`src/rtl/pixel_sink.sv`:
```
// Pixel-write sink: buffers draw-engine strobes in a small FIFO and commits one pixel per
// cycle to the framebuffer, with a full-screen clear sweep. Optional: PIXEL_SINK_CLIP_EN.
module pixel_sink #(
  parameter int DEPTH  = 4,
  parameter int WIDTH  = 160,
  parameter int HEIGHT = 120
) (
  input  logic        clock,
  input  logic        reset,
  input  logic [7:0]  vga_x,
  input  logic [6:0]  vga_y,
  input  logic [17:0] vga_colour,
  input  logic        vga_write,
  output logic        ready,
  output logic        overflow,
  input  logic        clear_start,
  input  logic [17:0] clear_colour,
  output logic        clear_done,
  output logic [14:0] fb_addr,
  output logic [17:0] fb_data,
  output logic        fb_we
);
  localparam int AW = $clog2(DEPTH);
  localparam logic [AW:0]  FULL_CNT = (AW+1)'(DEPTH);
  localparam logic [14:0]  W15      = 15'(WIDTH);
  localparam logic [14:0]  END_ADDR = 15'(WIDTH*HEIGHT);

  typedef enum logic {IDLE, CLEAR} state_t;
  state_t state, state_nx;

  logic [32:0]   mem [DEPTH];
  logic [AW-1:0] wr_ptr, rd_ptr;
  logic [AW:0]   count, count_nx;
  logic          empty, full, commit, pop_fifo, stored, dropped, start_clr, head_we;
  logic [32:0]   head;
  logic [14:0]   head_addr, addr;
  logic [17:0]   clr_colour;

  assign empty = (count == '0);
  assign full  = (count == FULL_CNT);

  // An empty FIFO is bypassed so a lone strobe commits on the very next cycle.
  always_comb begin
    start_clr = (state == IDLE) && clear_start;
    commit    = (state == IDLE) && !clear_start && (!empty || vga_write);
    pop_fifo  = commit && !empty;
    stored    = vga_write && !(commit && empty) && (!full || pop_fifo);
    dropped   = vga_write && full && !pop_fifo;
    count_nx  = count + (AW+1)'(stored) - (AW+1)'(pop_fifo);
    head      = empty ? {vga_x, vga_y, vga_colour} : mem[rd_ptr];
    head_addr = {8'd0, head[24:18]} * W15 + {7'd0, head[32:25]};
`ifdef PIXEL_SINK_CLIP_EN
    head_we   = (head[32:25] < 8'(WIDTH)) && (head[24:18] < 7'(HEIGHT));
`else
    head_we   = 1'b1;
`endif
  end

  always_comb begin
    state_nx = state;
    case (state)
      IDLE:  if (clear_start) state_nx = CLEAR;
      CLEAR: if (addr == END_ADDR) state_nx = IDLE;
      default: state_nx = IDLE;
    endcase
  end

  always_ff @(posedge clock or negedge reset) begin
    if (!reset) state <= IDLE;
    else        state <= state_nx;
  end

  always_ff @(posedge clock) begin
    if (stored) mem[wr_ptr] <= {vga_x, vga_y, vga_colour};
  end

  always_ff @(posedge clock or negedge reset) begin
    if (!reset) begin
      wr_ptr     <= '0;
      rd_ptr     <= '0;
      count      <= '0;
      ready      <= 1'b1;
      overflow   <= 1'b0;
      clear_done <= 1'b0;
      fb_we      <= 1'b0;
      fb_addr    <= '0;
      fb_data    <= '0;
      addr       <= '0;
      clr_colour <= '0;
    end else begin
      count      <= count_nx;
      ready      <= (count_nx != FULL_CNT);
      fb_we      <= 1'b0;
      clear_done <= 1'b0;
      if (stored)   wr_ptr <= wr_ptr + 1'b1;
      if (pop_fifo) rd_ptr <= rd_ptr + 1'b1;
      // Address 0 is written on the start edge, so the counter resumes at 1.
      if (start_clr) begin
        overflow   <= 1'b0;
        clr_colour <= clear_colour;
        addr       <= 15'd1;
        fb_we      <= 1'b1;
        fb_addr    <= '0;
        fb_data    <= clear_colour;
      end else if (state == CLEAR) begin
        if (addr == END_ADDR) begin
          clear_done <= 1'b1;
        end else begin
          fb_we   <= 1'b1;
          fb_addr <= addr;
          fb_data <= clr_colour;
          addr    <= addr + 1'b1;
        end
      end else if (commit) begin
        fb_we   <= head_we;
        fb_addr <= head_addr;
        fb_data <= head[17:0];
      end
      if (dropped) overflow <= 1'b1;
    end
  end
endmodule

```
`config.mk`:
```
export PLATFORM = sky130hd
export DESIGN_NAME = pixel_sink
export DESIGN_NICKNAME = d
export VERILOG_FILES = /design/src/rtl/pixel_sink.sv
export SDC_FILE = /design/constraint.sdc
export NUM_CORES = 1
export LEC_CHECK = 0
export ABC_AREA = 1
export CORE_UTILIZATION = 59
export CTS_BUF_LIST = sky130_fd_sc_hd__clkbuf_4
export DETAILED_ROUTE_END_ITERATION = 10
export GPL_TIMING_DRIVEN = 0
export PLACE_DENSITY = 0.82
export SKIP_LAST_GASP = 1
export SYNTH_ARGS = -nofsm -noshare
export SYNTH_HDL_FRONTEND = slang
export SYNTH_SLANG_ARGS = --single-unit
export TNS_END_PERCENT = 50
```
`constraint.sdc`:
```
create_clock -name clock -period 3.41 [get_ports clock]
set_input_delay 0.682 -clock clock [delete_from_list [all_inputs] [get_ports clock]]
set_output_delay 0.682 -clock clock [all_outputs]
set_load 0.02 [all_outputs]
```
==> results of run 1 <==
## final timing paths
check                       startpoint        endpoint  slack, ps  depth (start not counted)
setup / recovery             rd_ptr[0]     fb_addr[14]         70                         19
hold / removal             fb_data[14]     fb_data[14]        480                          2
min in group asynchronous        reset  clr_colour[13]        490                          2
setup reg to reg             rd_ptr[0]     fb_addr[14]         70                         19
max in group asynchronous        reset           ready       2270                          3
hold reg to reg            fb_data[14]     fb_data[14]        480                          2
## flip-flops by register name, indices dropped and copies added (netlist names)
name	flops
addr	15
rd_ptr	2
clear_done	1
fb_we	1
ready	1
wr_ptr	2
overflow	1
clr_colour	18
count	3
fb_data	18
mem	132
fb_addr	15
state	1
## metal layers
metal / up-vias / share of wire [%] / track usage [%]
met4: 0 / 3.0 / 13.22
met2: 328 / 49 / 48.70
met3: 62 / 6.6 / 4.831
met1: 3555 / 42 / 38.15
li1: 3528 / - / -
met5: - / 0 / 0
## where the power goes
part | internal [W] | switching [W] | total [W]
logic | 0.000653 | 0.00112 | 0.00177
clock network | 0.00120 | 0.00100 | 0.00220
registers | 0.00310 | 0.0000958 | 0.00319
## worst min-delay path, delay by kind of cell, from the launching register on
| kind | cells | cell delay (ps) |
|---|---|---|
| AOI/OAI and AO/OA | 1 | 40 |
| and+or+nand+nor | 1 | 60 |
| DFF | 1 | 340 |
## cell usage in the layout (no fill, tap or decap), types with 5 or more instances in the layout
cell type / netlist / routed
clkbuf_4: 0 / 86
xor2_1: 6 / 6
a21boi_0: 8 / 8
clkbuf_1: 18 / 12
inv_1: 61 / 60
ha_1: 21 / 20
edfxtp_1: 132 / 132
buf_4: 1 / 17
a31oi_1: 9 / 5
nor2_1: 126 / 119
o21a_1: 5 / 5
a22oi_1: 7 / 7
clkinv_1: 0 / 8
o21ai_0: 103 / 99
buf_6: 3 / 5
nand2_1: 149 / 148
nand3_1: 42 / 41
buf_2: 14 / 10
dfrtp_1: 77 / 75
nand4_1: 5 / 5
a21oi_1: 36 / 36
o21ai_2: 16 / 17
inv_2: 6 / 7
nor2_4: 0 / 5
clkdlybuf4s50_1: 0 / 90
o22ai_1: 28 / 28
nand2_2: 7 / 8
buf_12: 4 / 7
## area by class of cell
type / instances / area [µm²]
plain buffers: 41 / 315.3
inverters: 67 / 255.2
multi-input cells: 595 / 3229
clock inverters: 12 / 76.32
clock buffers: 85 / 638.1
diodes: 1 / 2.502
fillers: 1074 / 4005
well taps: 216 / 270.3
repair buffers: 108 / 1116
flip-flops and latches: 210 / 5919
## cells by family (layout without fill, tap and decap cells)
family | Yosys count | after routing | synth area share [%]
compound gates | 219 | 219 | 13.36
xor+xnor | 9 | 9 | 0.8251
fa+ha+maj | 24 | 24 | 3.379
buf+inv | 110 | 313 | 5.487
flops | 210 | 210 | 61.93
other cells | 0 | 1 | 0
simple gates | 343 | 343 | 15.02
## timing repair
action                                 4_1_cts  5_1_grt
gates resized for setup                     21       25
endpoints found under the hold margin       27        0
buffers inserted                             4        7
hold buffers                                 1        0
setup endpoints to repair                    6        5
pin swaps                                    3        3
## stage by stage
step	cell area, µm²	total power, W	instances	setup TNS (ps)
floorplan	9554	0.004278	915	0
global placement	10740	0.004699	1222	-292010
detailed placement	10880	0.004855	1227	-3669
CTS	11700	0.007073	1327	0
global route	11820	0.007547	1335	-151.3
finish	11820	0.007173	1335	0
==> flow_metrics.env, run 1 <==
export IMPL_ys_warn_count=0
export IMPL_globalplace_congestion=0.8644
export IMPL_num_nets_final=1154
export IMPL_synth_seq_area_share_pct=61.93
export IMPL_drtPass1Iterations=6
export IMPL_hold_path_class="flop to flop"
export IMPL_status="finished, final reports clean"
export IMPL_viasPerCell=5.598
export IMPL_async_flop_share_pct=37.14
export IMPL_cts_root_buf="clkbuf_4"
export IMPL_ys_types=44
export IMPL_port_buffers=91
export IMPL_io_pins=92
export IMPL_grt_ovfl_total=0
export IMPL_rows=46
export IMPL_maxCapViolations=0
export IMPL_max_freq_mhz=299.5
export IMPL_cts_made_buffers=52
export IMPL_clk_pin_slew_worst_paths_ps=70
export IMPL_vdd_drop_max_mv=0.5263
export IMPL_worstPathRequired_ps=3990
export IMPL_grt_max_degree=52
export IMPL_cts_tree="yes"
export IMPL_synth_area_leaders="edfxtp_1 (41%), dfrtp_1 (20%), nand2_1 (5.9%)"
export IMPL_antenna_found_initial=1
export IMPL_crit_chain="buf_4 -> clkbuf_4 -> nor2_1 -> nor2_1 -> o21ai_0 -> a31oi_4 -> ha_1 -> ha_2 -> inv_1 -> fa_1 -> nor2_2 -> nand4_1 -> nand2_1 -> nand2_1 -> nor2_2 -> nand2_1 -> nand2_1 -> nand2_1 -> a21oi_1"
export IMPL_drtAntennaViolNets=0
export IMPL_wl_per_cell_um=17.71
export IMPL_crit_path_frequent_cell="nand2_1"
export IMPL_rsz0062_at_grt="true"
export IMPL_syn_area_um2=9554
export IMPL_synth_most_common_cell="nand2_1"
export IMPL_htreeDepth=2
export IMPL_syn_to_final_growth_pct=23.74
export IMPL_worstSetupPathType="flop to flop"
export IMPL_cts_buffer_depth=3
export IMPL_timing_hold_ws_ps=479.6
export IMPL_ys_dominant_reg_cell="edfxtp_1"
export IMPL_finalCritPeriodShare_pct=97.91
export IMPL_grt_usage_pct=29.31
export IMPL_crit_arrival_ps=3920
export IMPL_setup_ws_ps=71.38
export IMPL_relSlewSlack_pct=56.26
export IMPL_coreArea_um2=15830
export IMPL_slew_viol_final=0
export IMPL_syn_inst=915
export IMPL_p_per_area_nw_per_um2=606.7
export IMPL_dp_hpwl_um=15480
export IMPL_syn_avg_cell_area_um2=10.44
export IMPL_start_util_pct=60.36
export IMPL_max_slew_worst_pin_slew_ps=654.6
export IMPL_crit_path_start_kind="flop"
export IMPL_path_delay_family="simple AND/OR/NAND/NOR gates"
export IMPL_first_global_vias=7310
export IMPL_synth_edf_count=132
export IMPL_crit_fanout=10
export IMPL_min_period_ps=3339
export IMPL_drive_gt1_share_pct=17.26
export IMPL_die_area_um2=16710
export IMPL_critPathMaxStageDelay_ps=510
export IMPL_postSynthNetCount=994
export IMPL_dr_first_iter_drc_count=672
export IMPL_yosysTopAreaCell="edfxtp_1"
export IMPL_p_leak_nw=4.854
export IMPL_fin_skew_ps=49.55
export IMPL_cp_buffers_inverters=3
export IMPL_endpoint_kind="flop"
export IMPL_cts_sinks=210
export IMPL_drc=0
export IMPL_utilization_pct=74.70
export IMPL_setup_viol=0
export IMPL_worstSkewPairLatency_ps=670
export IMPL_post_place_ws_ps=-470.5
export IMPL_report_final_hold_viol_count=0
export IMPL_die_width_um=129.3
export IMPL_ys_ff_latch=210
export IMPL_wl_um=23650
export IMPL_die_h_um=129.3
export IMPL_grt_first_pass_wirelength_um=36880
export IMPL_vias=7473
export IMPL_crit_slowest_cell="fa_1"
export IMPL_synthTopCellsByCount="nand2_1 (149), edfxtp_1 (132), nor2_1 (126), o21ai_0 (103), dfrtp_1 (77)"
export IMPL_synth_top_area_share_pct=41.49
No activity file was read; power rests on OpenSTA's default activity.
==> run 2, diff against run 1 <==
==> constraint.sdc (replaced) <==
create_clock -name clock -period 3.41 [get_ports clock]
set_input_delay 1.023 -clock clock [delete_from_list [all_inputs] [get_ports clock]]
set_output_delay 1.023 -clock clock [all_outputs]
set_load 0.02 [all_outputs]
==> flow_metrics.env, run 2 (same netlist as run 1, synthesis figures left out) <==
export IMPL_status="finished, violations left"
export IMPL_failed_checks="design-rule violations"
export IMPL_die_h_um=129.3
export IMPL_setup_ws_ps=115.6
export IMPL_biggestRegsByFlops="mem (132), clr_colour (18), fb_data (18)"
export IMPL_cts_root_buf="clkbuf_4"
export IMPL_vdd_drop_max_mv=0.5278
export IMPL_post_place_ws_ps=-788.9
export IMPL_worstSetupPathType="flop to flop"
export IMPL_htreeDepth=2
export IMPL_grt_use_met1_pct=38.05
export IMPL_max_freq_mhz=303.5
export IMPL_endpoint_kind="flop"
export IMPL_grt_usage_pct=29.27
export IMPL_use_met3_pct=4.789
export IMPL_globalplace_congestion=0.8644
export IMPL_drtPass1Iterations=8
export IMPL_io_pins=92
export IMPL_dr_first_iter_drc_count=709
export IMPL_finalCritPeriodShare_pct=96.61
export IMPL_drtAntennaViolNets=0
export IMPL_dp_hpwl_um=15480
export IMPL_setup_viol=0
export IMPL_hold_path_class="input port to asynchronous set/reset pin"
export IMPL_min_period_ps=3294
export IMPL_crit_fanout=10
export IMPL_die_width_um=129.3
export IMPL_largest_register_ffs=132
export IMPL_busiest_layer="met2"
export IMPL_worstPathRequired_ps=3980
export IMPL_first_global_vias=7313
export IMPL_grt_first_pass_wirelength_um=36850
export IMPL_fin_total_pwr_w=0.007168
export IMPL_fillers=1078
export IMPL_postCtsHoldBufs=0
export IMPL_die_area_um2=16710
export IMPL_cts_made_buffers=52
export IMPL_p_per_area_nw_per_um2=607.2
export IMPL_grt_ovfl_total=0
export IMPL_port_buffers=91
export IMPL_drc=1
export IMPL_grt_max_degree=52
export IMPL_coreArea_um2=15830
export IMPL_multi_input_area_um2=3234
export IMPL_crit_arrival_ps=3870
export IMPL_worstSkewPairLatency_ps=650
export IMPL_start_util_pct=60.36
export IMPL_timing_hold_ws_ps=305.0
export IMPL_cts_tree="yes"
export IMPL_final_setup_tns_ps=0
export IMPL_antenna_found_initial=1
export IMPL_cts_sinks=210
export IMPL_ff_latch_area_um2=5919
export IMPL_viasPerCell=5.622
export IMPL_largest_register="mem"
export IMPL_met2_usage_pct=48.92
export IMPL_final_common_cell="nand2_1"
export IMPL_rsz0062_at_grt="true"
export IMPL_report_final_hold_viol_count=0
export IMPL_relSlewSlack_pct=55.69
export IMPL_wl_per_cell_um=17.74
export IMPL_maxCapViolations=0
export IMPL_drive_gt1_share_pct=17.38
export IMPL_max_slew_worst_pin_slew_ps=664.6
export IMPL_num_nets_final=1152
export IMPL_wl_um=23640
export IMPL_cts_buffer_depth=3
export IMPL_syn_to_final_growth_pct=23.57
export IMPL_p_leak_nw=4.840
export IMPL_fin_skew_ps=33.27
export IMPL_vias=7494
export IMPL_rows=46
export IMPL_slew_viol_final=0
export IMPL_final_cell_mix="nand2_1 (148), edfxtp_1 (132), nor2_1 (118)"
export IMPL_clk_pin_slew_worst_paths_ps=70
export IMPL_crit_path_start_kind="flop"
## run 2: final timing paths
check	slack [ps]	startpoint	endpoint	cells after the start
worst max-delay path	120	rd_ptr[0]	fb_addr[14]	19
worst min-delay path	300	reset	fb_data[14]	1
worst max register to register	120	rd_ptr[0]	fb_addr[14]	19
worst min register to register	480	fb_data[14]	fb_data[14]	2
max in group asynchronous	2460	reset	ready	2
min in group clock	480	fb_data[14]	fb_data[14]	2
## run 2: per-stage QoR
step	utilization [%]	area [µm²]	cells
after floorplan	-	9554	915
after global placement	67.83	10740	1222
after detailed placement	68.73	10880	1227
after CTS	73.88	11690	1326
after global routing	74.59	11810	1333
final	74.59	11810	1333
## run 2: report_power, final
part	switching, W	internal, W	total [W]
Clock	0.000998	0.00120	0.00220
Sequential	0.0000921	0.00310	0.00319
Combinational	0.00112	0.000652	0.00178
## run 2: metal layers
layer  part of all wire [%]  up-vias
li1                       -     3525
met1                     41     3568
met2                     49      342
met3                    7.4       59
met4                    2.9        0
met5                      0        -
## run 2: final cells by class
| type | instances | share of cell area (%) |
|---|---|---|
| antenna | 1 | 0.02120 |
| buffer | 40 | 2.575 |
| clock buffer | 85 | 5.405 |
| clock inverter | 12 | 0.6465 |
| inverter | 67 | 2.162 |
| multi-input combinational | 595 | 27.40 |
| sequential | 210 | 50.14 |
| tap | 216 | 2.289 |
| timing repair buffer | 107 | 9.368 |
## run 2: repair_timing
action,in CTS,in global routing
pin swaps,2,4
setup buffers,4,7
resized for setup,22,25
setup endpoints to repair,8,6
## run 2: worst max-delay path, stage by stage (launching register included)
cell and delay, ps:
dfrtp_1 380, buf_4 190, buf_4 200, nor2_1 70, nor2_1 120, o21ai_0 180, a31oi_4 220, ha_1 190
ha_2 200, inv_1 60, fa_1 510, nor2_2 120, nand4_1 130, nand2_1 100, nand2_1 90, nor2_2 140
nand2_1 60, nand2_1 60, nand2_1 50, a21oi_1 140
